==> src/rtl/seq_divider.sv <==
// Sequential restoring divider, signed or unsigned.
// Fixed latency of WIDTH+2 clock edges from the accepting edge to done,
// including divide-by-zero. Results are held until the next completion.
module seq_divider #(
  parameter int WIDTH = 32
) (
  input  logic             clock,
  input  logic             clear,
  input  logic             start,
  input  logic             signed_op,
  input  logic [WIDTH-1:0] dividend,
  input  logic [WIDTH-1:0] divisor,
  output logic [WIDTH-1:0] quotient,
  output logic [WIDTH-1:0] remainder,
  output logic             busy,
  output logic             done,
  output logic             div_by_zero
);

  typedef enum logic [1:0] {
    IDLE = 2'd0,
    LOAD = 2'd1,
    ITER = 2'd2,
    FIX  = 2'd3
  } state_t;

  localparam logic [WIDTH-1:0] ONE_C       = {{(WIDTH-1){1'b0}}, 1'b1};
  localparam logic [WIDTH-1:0] LAST_ITER_C = WIDTH'(WIDTH - 1);

  // Two's-complement negation.
  function automatic logic [WIDTH-1:0] negate(input logic [WIDTH-1:0] v);
    return ~v + ONE_C;
  endfunction

  // Magnitude of an operand: negated only when signed and negative.
  function automatic logic [WIDTH-1:0] magnitude(input logic [WIDTH-1:0] v,
                                                 input logic             is_signed);
    if (is_signed && v[WIDTH-1]) begin
      return negate(v);
    end else begin
      return v;
    end
  endfunction

  state_t           state_r;
  state_t           state_nxt_s;

  logic [WIDTH-1:0] dvd_r;       // captured dividend
  logic [WIDTH-1:0] dvs_r;       // captured divisor
  logic             sgn_r;       // captured signed_op
  logic [WIDTH-1:0] qacc_r;      // dividend magnitude shifting out, quotient bits shifting in
  logic [WIDTH-1:0] dmag_r;      // divisor magnitude
  logic [WIDTH:0]   rem_r;       // partial remainder
  logic [WIDTH-1:0] cnt_r;       // iteration counter
  logic             qneg_r;      // quotient must be negated
  logic             rneg_r;      // remainder must be negated

  logic [WIDTH-1:0] quotient_r;
  logic [WIDTH-1:0] remainder_r;
  logic             busy_r;
  logic             done_r;
  logic             dbz_r;

  logic [WIDTH+1:0] shifted_s;   // partial remainder shifted left with next dividend bit
  logic [WIDTH+1:0] diff_s;      // trial subtraction, sign in the top bit
  logic             dvs_zero_s;
  logic [WIDTH-1:0] q_fix_s;
  logic [WIDTH-1:0] r_fix_s;

  assign shifted_s  = {rem_r, qacc_r[WIDTH-1]};
  assign diff_s     = shifted_s - {2'b00, dmag_r};
  assign dvs_zero_s = (dvs_r == {WIDTH{1'b0}});

  assign quotient    = quotient_r;
  assign remainder   = remainder_r;
  assign busy        = busy_r;
  assign done        = done_r;
  assign div_by_zero = dbz_r;

  // State register.
  always_ff @(posedge clock or posedge clear) begin
    if (clear) begin
      state_r <= IDLE;
    end else begin
      state_r <= state_nxt_s;
    end
  end

  // Next-state logic: start is only looked at in IDLE.
  always_comb begin
    state_nxt_s = state_r;
    case (state_r)
      IDLE: begin
        if (start) begin
          state_nxt_s = LOAD;
        end else begin
          state_nxt_s = IDLE;
        end
      end
      LOAD: state_nxt_s = ITER;
      ITER: begin
        if (cnt_r == LAST_ITER_C) begin
          state_nxt_s = FIX;
        end else begin
          state_nxt_s = ITER;
        end
      end
      FIX:     state_nxt_s = IDLE;
      default: state_nxt_s = IDLE;
    endcase
  end

  // Sign correction; a zero divisor overrides with all-ones / original dividend.
  always_comb begin
    q_fix_s = qacc_r;
    r_fix_s = rem_r[WIDTH-1:0];
    if (dvs_zero_s) begin
      q_fix_s = {WIDTH{1'b1}};
      r_fix_s = dvd_r;
    end else begin
      q_fix_s = qneg_r ? negate(qacc_r) : qacc_r;
      r_fix_s = rneg_r ? negate(rem_r[WIDTH-1:0]) : rem_r[WIDTH-1:0];
    end
  end

  // Datapath, counter and registered outputs.
  always_ff @(posedge clock or posedge clear) begin
    if (clear) begin
      dvd_r       <= {WIDTH{1'b0}};
      dvs_r       <= {WIDTH{1'b0}};
      sgn_r       <= 1'b0;
      qacc_r      <= {WIDTH{1'b0}};
      dmag_r      <= {WIDTH{1'b0}};
      rem_r       <= {(WIDTH+1){1'b0}};
      cnt_r       <= {WIDTH{1'b0}};
      qneg_r      <= 1'b0;
      rneg_r      <= 1'b0;
      quotient_r  <= {WIDTH{1'b0}};
      remainder_r <= {WIDTH{1'b0}};
      busy_r      <= 1'b0;
      done_r      <= 1'b0;
      dbz_r       <= 1'b0;
    end else begin
      done_r <= 1'b0;
      case (state_r)
        IDLE: begin
          if (start) begin
            dvd_r  <= dividend;
            dvs_r  <= divisor;
            sgn_r  <= signed_op;
            busy_r <= 1'b1;
          end else begin
            busy_r <= 1'b0;
          end
        end
        LOAD: begin
          qacc_r <= magnitude(dvd_r, sgn_r);
          dmag_r <= magnitude(dvs_r, sgn_r);
          rem_r  <= {(WIDTH+1){1'b0}};
          cnt_r  <= {WIDTH{1'b0}};
          qneg_r <= sgn_r & (dvd_r[WIDTH-1] ^ dvs_r[WIDTH-1]);
          rneg_r <= sgn_r & dvd_r[WIDTH-1];
        end
        ITER: begin
          if (!diff_s[WIDTH+1]) begin
            rem_r  <= diff_s[WIDTH:0];
            qacc_r <= {qacc_r[WIDTH-2:0], 1'b1};
          end else begin
            rem_r  <= shifted_s[WIDTH:0];
            qacc_r <= {qacc_r[WIDTH-2:0], 1'b0};
          end
          cnt_r <= cnt_r + ONE_C;
        end
        FIX: begin
          quotient_r  <= q_fix_s;
          remainder_r <= r_fix_s;
          dbz_r       <= dvs_zero_s;
          busy_r      <= 1'b0;
          done_r      <= 1'b1;
        end
        default: begin
          busy_r <= 1'b0;
        end
      endcase
    end
  end

endmodule

==> config.mk <==
export PLATFORM = sky130hd
export DESIGN_NAME = seq_divider
export DESIGN_NICKNAME = d
export VERILOG_FILES = /design/src/rtl/seq_divider.sv
export SDC_FILE = /design/constraint.sdc
export NUM_CORES = 1
export LEC_CHECK = 0
export BUFFER_PORTS_ARGS = -buffer_cell sky130_fd_sc_hd__buf_2
export CORE_MARGIN = 4
export CORE_UTILIZATION = 61
export CTS_CLUSTER_SIZE = 16
export DETAILED_ROUTE_END_ITERATION = 8
export GPL_TIMING_DRIVEN = 0
export HOLD_SLACK_MARGIN = 0.05
export PLACE_DENSITY = 0.84
export SLEW_MARGIN = 0
export SYNTH_ARGS = -nofsm -noshare
export SYNTH_HDL_FRONTEND = slang
export SYNTH_SLANG_ARGS = --single-unit
==> constraint.sdc <==
create_clock -name clock -period 10.08 [get_ports clock]
set_clock_uncertainty 0.15 [all_clocks]
set_input_delay 1.008 -clock clock [delete_from_list [all_inputs] [get_ports clock]]
set_output_delay 1.008 -clock clock [all_outputs]
set_load 0.01 [all_outputs]
# Yosys cells after proc, flatten, opt, wreduce, memory -nomap -nowiden
# Index checks and enable logic that the tools add are counted.
dict set report word_totals {
  reg_bits 265
  in_bits 68
  wordCells 56
}
dict set report op_classes {
  add_sub_neg 6
  n_eq_ne 4
  muxes 17
  bitwise_logic 7
  reduce_logical 7
}
# op count
set ops {}
lappend ops {{$mux 32} 6}
lappend ops {{$add 32x1->32 const B} 5}
lappend ops {{$not 32->32} 4}
lappend ops {{$pmux 32 s2} 2}
lappend ops {{$pmux 33 s2} 1}
lappend ops {{$sub 34x32->34} 1}
lappend ops {{$mux 33} 1}
lappend ops {{$eq 32x5->1 const B} 1}
lappend ops {{$logic_not 32->1} 1}
lappend ops {{$pmux 2 s4} 1}
lappend ops {{$mux 1} 5}
lappend ops {{$eq 2x2->1 const B} 2}
lappend ops {{$reduce_bool 2->1} 2}
lappend ops {{$and 1x1->1} 2}
lappend ops {{$eq 2x1->1 const B} 1}
lappend ops {{$logic_and 1x1->1} 2}
lappend ops {{$logic_not 2->1} 1}
lappend ops {{$pmux 1 s2} 1}
lappend ops {{$reduce_and 2->1} 1}
lappend ops {{$xor 1x1->1} 1}

# Depth between registers and ports, before layout
# Gate-level depths: netlist of run 1.
dict set report depth {
  word_depth 4
  depth_mapped 13
  depth_no_buf 13
}

# Least setup slack after synthesis of run 1
# No wires, ideal clock.
dict set report synth_timing {
  kind {register to register}
  start {register rem_r[14]}
  end {register remainder_r[29] (netlist: remainder[29])}
  setup_ns 0.125
  t_arrival_ns 3.069
  required_ns 9.805
  slack_ns 6.736
  stages_incl_launch_ff 10
  period_less_slack_ns 3.344
  cell_sequence {dfrtp_1 or4_4 or4_4 nand2b_4 or3_4 or4_4 o31ai_2 xnor2_1 o21ai_1 mux2_2}
}
dict set report synth_between {
  elab_chain_len 4
}
# item line_no
set synth_lines {}
lappend synth_lines {{from (decl)} 53} ;# logic [WIDTH:0] rem_r;
lappend synth_lines {{from (signal assigned)} 134} ;# rem_r <= {(WIDTH+1){1'b0}};
lappend synth_lines {{from (signal assigned)} 159} ;# rem_r <= {(WIDTH+1){1'b0}};
lappend synth_lines {{from (signal assigned)} 166} ;# rem_r <= diff_s[WIDTH:0];
lappend synth_lines {{$not 32->32} 32} ;# return ~v + ONE_C;
lappend synth_lines {{$add 32x1->32} 32}
lappend synth_lines {{$mux 32} 122} ;# r_fix_s = rneg_r ? negate(rem_r[WIDTH-1:0]) : rem_r[WIDTH-1:0];
lappend synth_lines {{$mux 32} 117} ;# if (dvs_zero_s) begin
lappend synth_lines {{to (signal assigned)} 139} ;# remainder_r <= {WIDTH{1'b0}};
lappend synth_lines {{to (signal assigned)} 176} ;# remainder_r <= r_fix_s;
lappend synth_lines {{to (decl)} 59} ;# logic [WIDTH-1:0] remainder_r;
# No other way between the ends.
# A chain may end at the register's enable or synchronous reset.

# Worst setup path in the final report of run 1
dict set report layout_timing {
  start {register rem_r[23]}
  end {register rem_r[22]}
}
dict set report layout_between {
  elab_chain_len 3
}
# item line_no
set layout_lines {}
lappend layout_lines {{$sub 34x32->34} 71} ;# assign diff_s = shifted_s - {2'b00, dmag_r};
lappend layout_lines {{$mux 33} 165} ;# if (!diff_s[WIDTH+1]) begin
lappend layout_lines {{$pmux 33 s2} 145} ;# case (state_r)
# No other way between the ends.

==> impl_metrics.toml, run 1 <==
[sta]
period_needed_ps = 4080
fmax_mhz = 245
slew_viol_final = 0
hold_slack_ps = 334
slew_headroom_pct = 38.7
setup_viol = 0
rsz0062_at_grt = "false"
period_share_pct = 40.5
finalHoldViolations = 0
worst_slew_pin_slew_ps = 919
fin_ws_ps = 6000

[run_status]
outcome = "finished, final reports clean"

[cts]
holdBufCountCts = 0
postCtsSetupBuffers = 0
clkSinkCount = 265
h-tree-depth = 1
cts_resized = 0
clk_pin_slew_ps = 60
clk_path_buf_depth = 3
cts_tree = "done"
cts_buffers = 28
clock_latency_ps = 560
cts_root_buffer = "clkbuf_16"

[global_route]
antenna_found_initial = 0
overflow = 0
grt_max_degree = 104
grt_pass1_vias = 12800
grt_pass1_wl_mm = 65.1
track_usage_pct = 28.1

[setup_path]
critPathKind = "flop to flop"
critPathArrivalTime_ps = 4330
end_kind = "flop"
critPathRequiredTime_ps = 10330
startpoint_type = "flop"
cp_max_fo = 10

[synthesis]
ys_warn_count = 0
synth_area_leader_cell = "dfrtp_1"
postSynthAreaPerCell_um2 = 9.45
synth_edf_count = 0
ys_async_sr_fraction_pct = 100
syn_inst = 1627
syn_area_um2 = 15400
yosysUniqueCellTypes = 67
ys_ff_latch = 265
synth_top_cell_area_share_pct = 43.1
syn_nets = 1738
ys_seq_area_share_pct = 43.1
synth_ff_type = "dfrtp_1"
synth_area_leaders = "dfrtp_1 43%, mux2_2 8.6%, xor2_1 5.6%"

[floorplanning]
die-area_um2 = 27800
start_util_pct = 62.7
core_area_um2 = 24500
die_h_um = 167
rows = 57
ios = 135
die_x_um = 167

[worst_hold_path]
hp-class = "input pin to async pin"

[route]
wl_met3_mm = 2.63
post_drt_wl_per_cell_um = 19.0
wirelength_mm = 40.5
drt-initial-drc-count = 1141
via_per_inst = 6.10
first_pass_iters = 7
ant_nets = 0
drc = 0
vias = 13000
met2WireLength_mm = 19.8
highest_layer = "met4"
wl_met1_mm = 16.4

[placement]
dp_slack_ps = 6110
hpwl_mm = 30.6
routabilityCongestion = 0.899
dpl-instance-area_um2 = 16500
portBuffers = 134

[power]
power_density_nw_per_um2 = 310
power.leakage_nw = 7.85
peakVddDrop_uv = 187

[cells_and_area]
n_fill_cell = 1804
area_growth_pct = 13.6
utilization_pct = 71.2
fin_area_um2 = 17500
drive_gt1_share_pct = 17.8
n_antenna_cell = 0
nets = 1904
multi_input_area_um2 = 8100
seqCellArea_um2 = 6630

[run]
maxCapViolations = 0
[layout make-up]
cell class                 count  area share, %
multi-input combinational   1202           46.4
sequential                   265           37.9
clock buffer                  35           4.39
timing repair buffer         136           4.15
tap                          324           2.32
buffer                        83           2.05
inverter                      77           1.70
clock inverter                14           1.08
[metal layers]
metal / up-vias / GRT usage (%)
met5: - / 0
met4: 0 / 10.7
met3: 115 / 3.18
met2: 522 / 48.3
met1: 6301 / 37.0
li1: 6090 / -
[cell usage in the layout (no fill, tap or decap), types with 6 or more instances in the layout]
cell       Yosys  layout
a21o_1        17      17
o31ai_1       25      25
o21ai_1       47      47
mux2i_1       15      15
xor2_1        98      98
or4_1         13      13
or3_1         13      13
o41ai_1       16      16
o22ai_1       22      22
mux2_2       118     118
clkinv_2       0       6
o21ai_0       65      65
ha_1          42      42
nand2b_1       7       7
a21oi_1       98      98
nand2_1      150     150
dfrtp_1      265     265
a31oi_1       45      45
nor3_1        21      21
and3_1         8       8
nand3_1       22      22
nand4_1       10      10
clkbuf_1      72      75
nor2_1       166     166
xnor2_1       74      74
nor4_1        18      18
inv_1         76      75
a211oi_1      10      10
buf_2          0     134
clkbuf_16      0      28
[cell families after synthesis]
kind of cell | Yosys count | share of synthesized area (%)
mux | 134 | 9.71
flops | 265 | 43.1
buf+inv | 160 | 4.21
xor+xnor | 172 | 9.79
simple gates | 459 | 13.7
fa+ha+maj | 43 | 3.55
compound gates | 394 | 15.9
[registers in the layout, indices dropped and copies added (netlist names)]
signal	flops
dvd_r	32
quotient	32
dmag_r	32
div_by_zero	1
done	1
cnt_r	32
sgn_r	1
busy	1
remainder	32
rneg_r	1
qneg_r	1
dvs_r	32
state_r	2
rem_r	33
qacc_r	32
[path summary, 6_finish.rpt]
path,startpoint,end,slack [ps],cells after the start
worst max-delay path,rem_r[23]$_DFFE_PP0P_,rem_r[22]$_DFFE_PP0P_,6000,11
worst min-delay path,clear,dvs_r[29]$_DFFE_PP0P_,330,2
worst max register to register,rem_r[23]$_DFFE_PP0P_,rem_r[22]$_DFFE_PP0P_,6000,11
worst min register to register,remainder[9]$_DFFE_PP0P_,remainder[9]$_DFFE_PP0P_,350,1
max in group asynchronous,clear,rem_r[18]$_DFFE_PP0P_,8120,4
min in group clock,remainder[9]$_DFFE_PP0P_,remainder[9]$_DFFE_PP0P_,350,1
[metrics by stage]
step	power [mW]	setup TNS [ps]	cells
6_report	5.41	0	2136
5_1_grt	5.75	0	2136
4_1_cts	5.40	0	2136
3_5_place_dp	4.31	0	2087
3_3_place_gp	4.20	-238530	2085
2_1_floorplan	3.57	0	1627
[cells in the mapped netlist (5+ instances only)]
| library cell | count |
|---|---|
| and3_1 | 8 |
| o41ai_1 | 16 |
| o21ai_1 | 47 |
| a21o_1 | 17 |
| nor4_1 | 18 |
| or4_1 | 13 |
| o211ai_1 | 5 |
| mux2_2 | 118 |
| or3_1 | 13 |
| nand4_1 | 10 |
| o22ai_1 | 22 |
| nand3_1 | 22 |
| o2bb2ai_1 | 5 |
| a32oi_1 | 5 |
| a21oi_1 | 98 |
| nand2b_1 | 7 |
| inv_1 | 76 |
| o21ai_0 | 65 |
| nor2_1 | 166 |
| a211oi_1 | 10 |
| clkbuf_1 | 72 |
| xor2_1 | 98 |
| nand2_1 | 150 |
| mux2i_1 | 15 |
| ha_1 | 42 |
| buf_1 | 5 |
| dfrtp_1 | 265 |
| nor3_1 | 21 |
| xnor2_1 | 74 |
| o31ai_1 | 25 |
| a31oi_1 | 45 |
[power by group]
part           internal (mW)  switching [mW]
Combinational           1.05            1.36
Clock                  0.640           0.429
Sequential              1.48           0.459
[worst max-delay path, stage by stage, from the launching register on]
cell and delay (ps):
dfrtp_1 520, ha_1 300, clkbuf_1 210, a21o_1 250
or3_1 350, a211oi_1 360, o31a_1 250, nand3_1 130
nand3_1 330, clkbuf_1 680, mux2i_1 290, o22ai_1 90
No activity file was read; power rests on OpenSTA's default activity.
==> run 2, diff against run 1 <==
--- a/config.mk
+++ b/config.mk
@@ -5,14 +5,15 @@
 export SDC_FILE = /design/constraint.sdc
 export NUM_CORES = 1
 export LEC_CHECK = 0
+export ABC_AREA = 1
 export BUFFER_PORTS_ARGS = -buffer_cell sky130_fd_sc_hd__buf_2
 export CORE_MARGIN = 4
-export CORE_UTILIZATION = 61
+export CORE_UTILIZATION = 56
 export CTS_CLUSTER_SIZE = 16
 export DETAILED_ROUTE_END_ITERATION = 8
 export GPL_TIMING_DRIVEN = 0
 export HOLD_SLACK_MARGIN = 0.05
-export PLACE_DENSITY = 0.84
+export PLACE_DENSITY = 0.81
 export SLEW_MARGIN = 0
 export SYNTH_ARGS = -nofsm -noshare
 export SYNTH_HDL_FRONTEND = slang
==> constraint.sdc (replaced) <==
create_clock -name clock -period 3.65 [get_ports clock]
set_clock_uncertainty 0.15 [all_clocks]
set_input_delay 0.365 -clock clock [delete_from_list [all_inputs] [get_ports clock]]
set_output_delay 0.365 -clock clock [all_outputs]
set_load 0.01 [all_outputs]
==> impl_metrics.toml, run 2 <==
[floorplanning]
start_util_pct = 57.3
die_x_um = 186
core_area_um2 = 30900
die_h_um = 186
die-area_um2 = 34500
ios = 135
rows = 64

[cells_and_area]
n_fill_cell = 2626
largest_reg_flops = 33
area_growth_pct = 17.4
fin_area_um2 = 20800
drive_gt1_share_pct = 10.6
final_cell_mix = "689 x nand2_1, 331 x inv_1, 283 x nor2_1"
utilization_pct = 67.2
largest-register = "rem_r"
final_cell_count_no_fill = 3199
nets = 2891
final_common_cell = "nand2_1"

[route]
vias = 18300
wl_met3_mm = 3.90
met2WireLength_mm = 29.0
wirelength_mm = 61.4
drc = 0
post_drt_wl_per_cell_um = 19.2
drt-initial-drc-count = 1616
wl_met1_mm = 24.3
first_pass_iters = 6
ant_nets = 0
highest_layer = "met4"
via_per_inst = 5.73

[cts]
h-tree-depth = 1
cts_resized = 0
holdBufCountCts = 67
clock_latency_ps = 570
postCtsSetupBuffers = 0
clk_pin_slew_ps = 60
clkSinkCount = 265
cts_tree = "done"
cts_buffers = 30
clk_path_buf_depth = 3
cts_root_buffer = "clkbuf_16"

[synthesis]
ys_seq_area_share_pct = 37.5
synth_edf_count = 0
syn_nets = 2652
syn_area_um2 = 17700
ys_ff_latch = 265
netlist_top_cells_count = "689 x nand2_1, 332 x inv_1, 283 x nor2_1"
ys_warn_count = 0
synth_ff_type = "dfrtp_1"
postSynthAreaPerCell_um2 = 6.97
synth_area_leader_cell = "dfrtp_1"
yosysUniqueCellTypes = 53
yosysMostFrequentCell = "nand2_1"
ys_async_sr_fraction_pct = 100
syn_inst = 2541
synth_area_leaders = "dfrtp_1 37%, nand2_1 15%, inv_1 7.0%"
synth_top_cell_area_share_pct = 37.5

[sta]
slew_headroom_pct = 34.5
setup_tns_ps = 0
setup_viol = 0
finalHoldViolations = 0
period_needed_ps = 2990
fin_ws_ps = 656
period_share_pct = 82.0
hold_slack_ps = 334
slew_viol_final = 0
fmax_mhz = 334
worst_slew_pin_slew_ps = 982
rsz0062_at_grt = "false"

[global_route]
track_usage_pct = 35.0
grt_pass1_wl_mm = 95.2
overflow = 0
antenna_found_initial = 1
grt_pass1_vias = 17700
grt_max_degree = 43

[worst_hold_path]
hp-class = "flop to flop"
hold_depth = 2

[setup_path]
startpoint_type = "flop"
end_kind = "flop"
critPathKind = "flop to flop"
cp_max_fo = 10
rr_worst_depth = 7
critPathRequiredTime_ps = 3900
critPathArrivalTime_ps = 3250

[placement]
hpwl_mm = 47.6
dp_slack_ps = 715
portBuffers = 134
routabilityCongestion = 1.02
dpl-instance-area_um2 = 19000
dp.cells = 3077

[run]
maxCapViolations = 0

[power]
peakVddDrop_uv = 485
power.leakage_nw = 10.4
power_density_nw_per_um2 = 938
finalPower_mw = 19.5

[run_status]
outcome = "finished, final reports clean"
-- run 2: cell types whose count changed in the layout (fill, tap and decap cells not counted), moves of 28 or more --
cell           delta
xnor2_1          -54
nand3_1         +213
nand2_1         +539
o21ai_0          +33
a31oi_1          -31
o21ai_1          -28
dlygate4sd3_1    +66
nor2_1          +117
inv_1           +256
mux2_2           -98
-- run 2: cell families after synthesis --
family                     after synthesis  synth area share (%)
buffers and inverters                  432                  9.70
DFF                                    265                  37.5
AOI/OAI and AO/OA                      325                  10.9
and+or+nand+nor                       1363                  33.0
adders and majority gates               43                  3.08
muxes                                   20                  1.27
xor gates and xnor gates                93                  4.60
-- run 2: cell type report --
type	count	area (µm²)	area share, %
multi-input cells	1844	9360	45.0
repair buffers	207	1460	7.03
clock buffers	42	906	4.36
inverters	342	1290	6.22
diodes	1	2.50	0.0120
flip-flops and latches	265	6630	31.9
plain buffers	90	428	2.06
well taps	396	495	2.38
clock inverters	12	208	0.999
-- run 2: metal layers --
layer / vias up / global-route usage, %
met3: 220 / 3.17
met1: 8550 / 44.3
met4: 0 / 19.8
li1: 8684 / -
met5: - / 0
met2: 887 / 59.1
-- run 2: report_power, final --
group | internal, mW | total (mW) | switching, mW
combinational | 3.53 | 10.7 | 7.18
sequential | 4.16 | 5.44 | 1.28
clock | 2.08 | 3.34 | 1.26
total | 9.76 | 19.5 | 9.72
-- run 2: worst max-delay path, stage by stage, from the launching register on --
cell,delay (ps)
dfrtp_1,380
inv_1,100
ha_1,200
nand2_1,130
clkbuf_1,660
clkbuf_1,500
clkbuf_1,510
a21oi_1,190
-- run 2: final timing paths --
| check | startpoint | slack (ps) | endpoint |
|---|---|---|---|
| min in group asynchronous | clear | 360 | remainder[1]$_DFFE_PP0P_ |
| hold / removal | quotient[30]$_DFFE_PP0P_ | 330 | quotient[30]$_DFFE_PP0P_ |
| max in group asynchronous | clear | 2030 | dvd_r[22]$_DFFE_PP0P_ |
| hold reg to reg | quotient[30]$_DFFE_PP0P_ | 330 | quotient[30]$_DFFE_PP0P_ |
| setup / recovery | state_r[0]$_DFF_PP0_ | 660 | dvs_r[2]$_DFFE_PP0P_ |
| setup reg to reg | state_r[0]$_DFF_PP0_ | 660 | dvs_r[2]$_DFFE_PP0P_ |
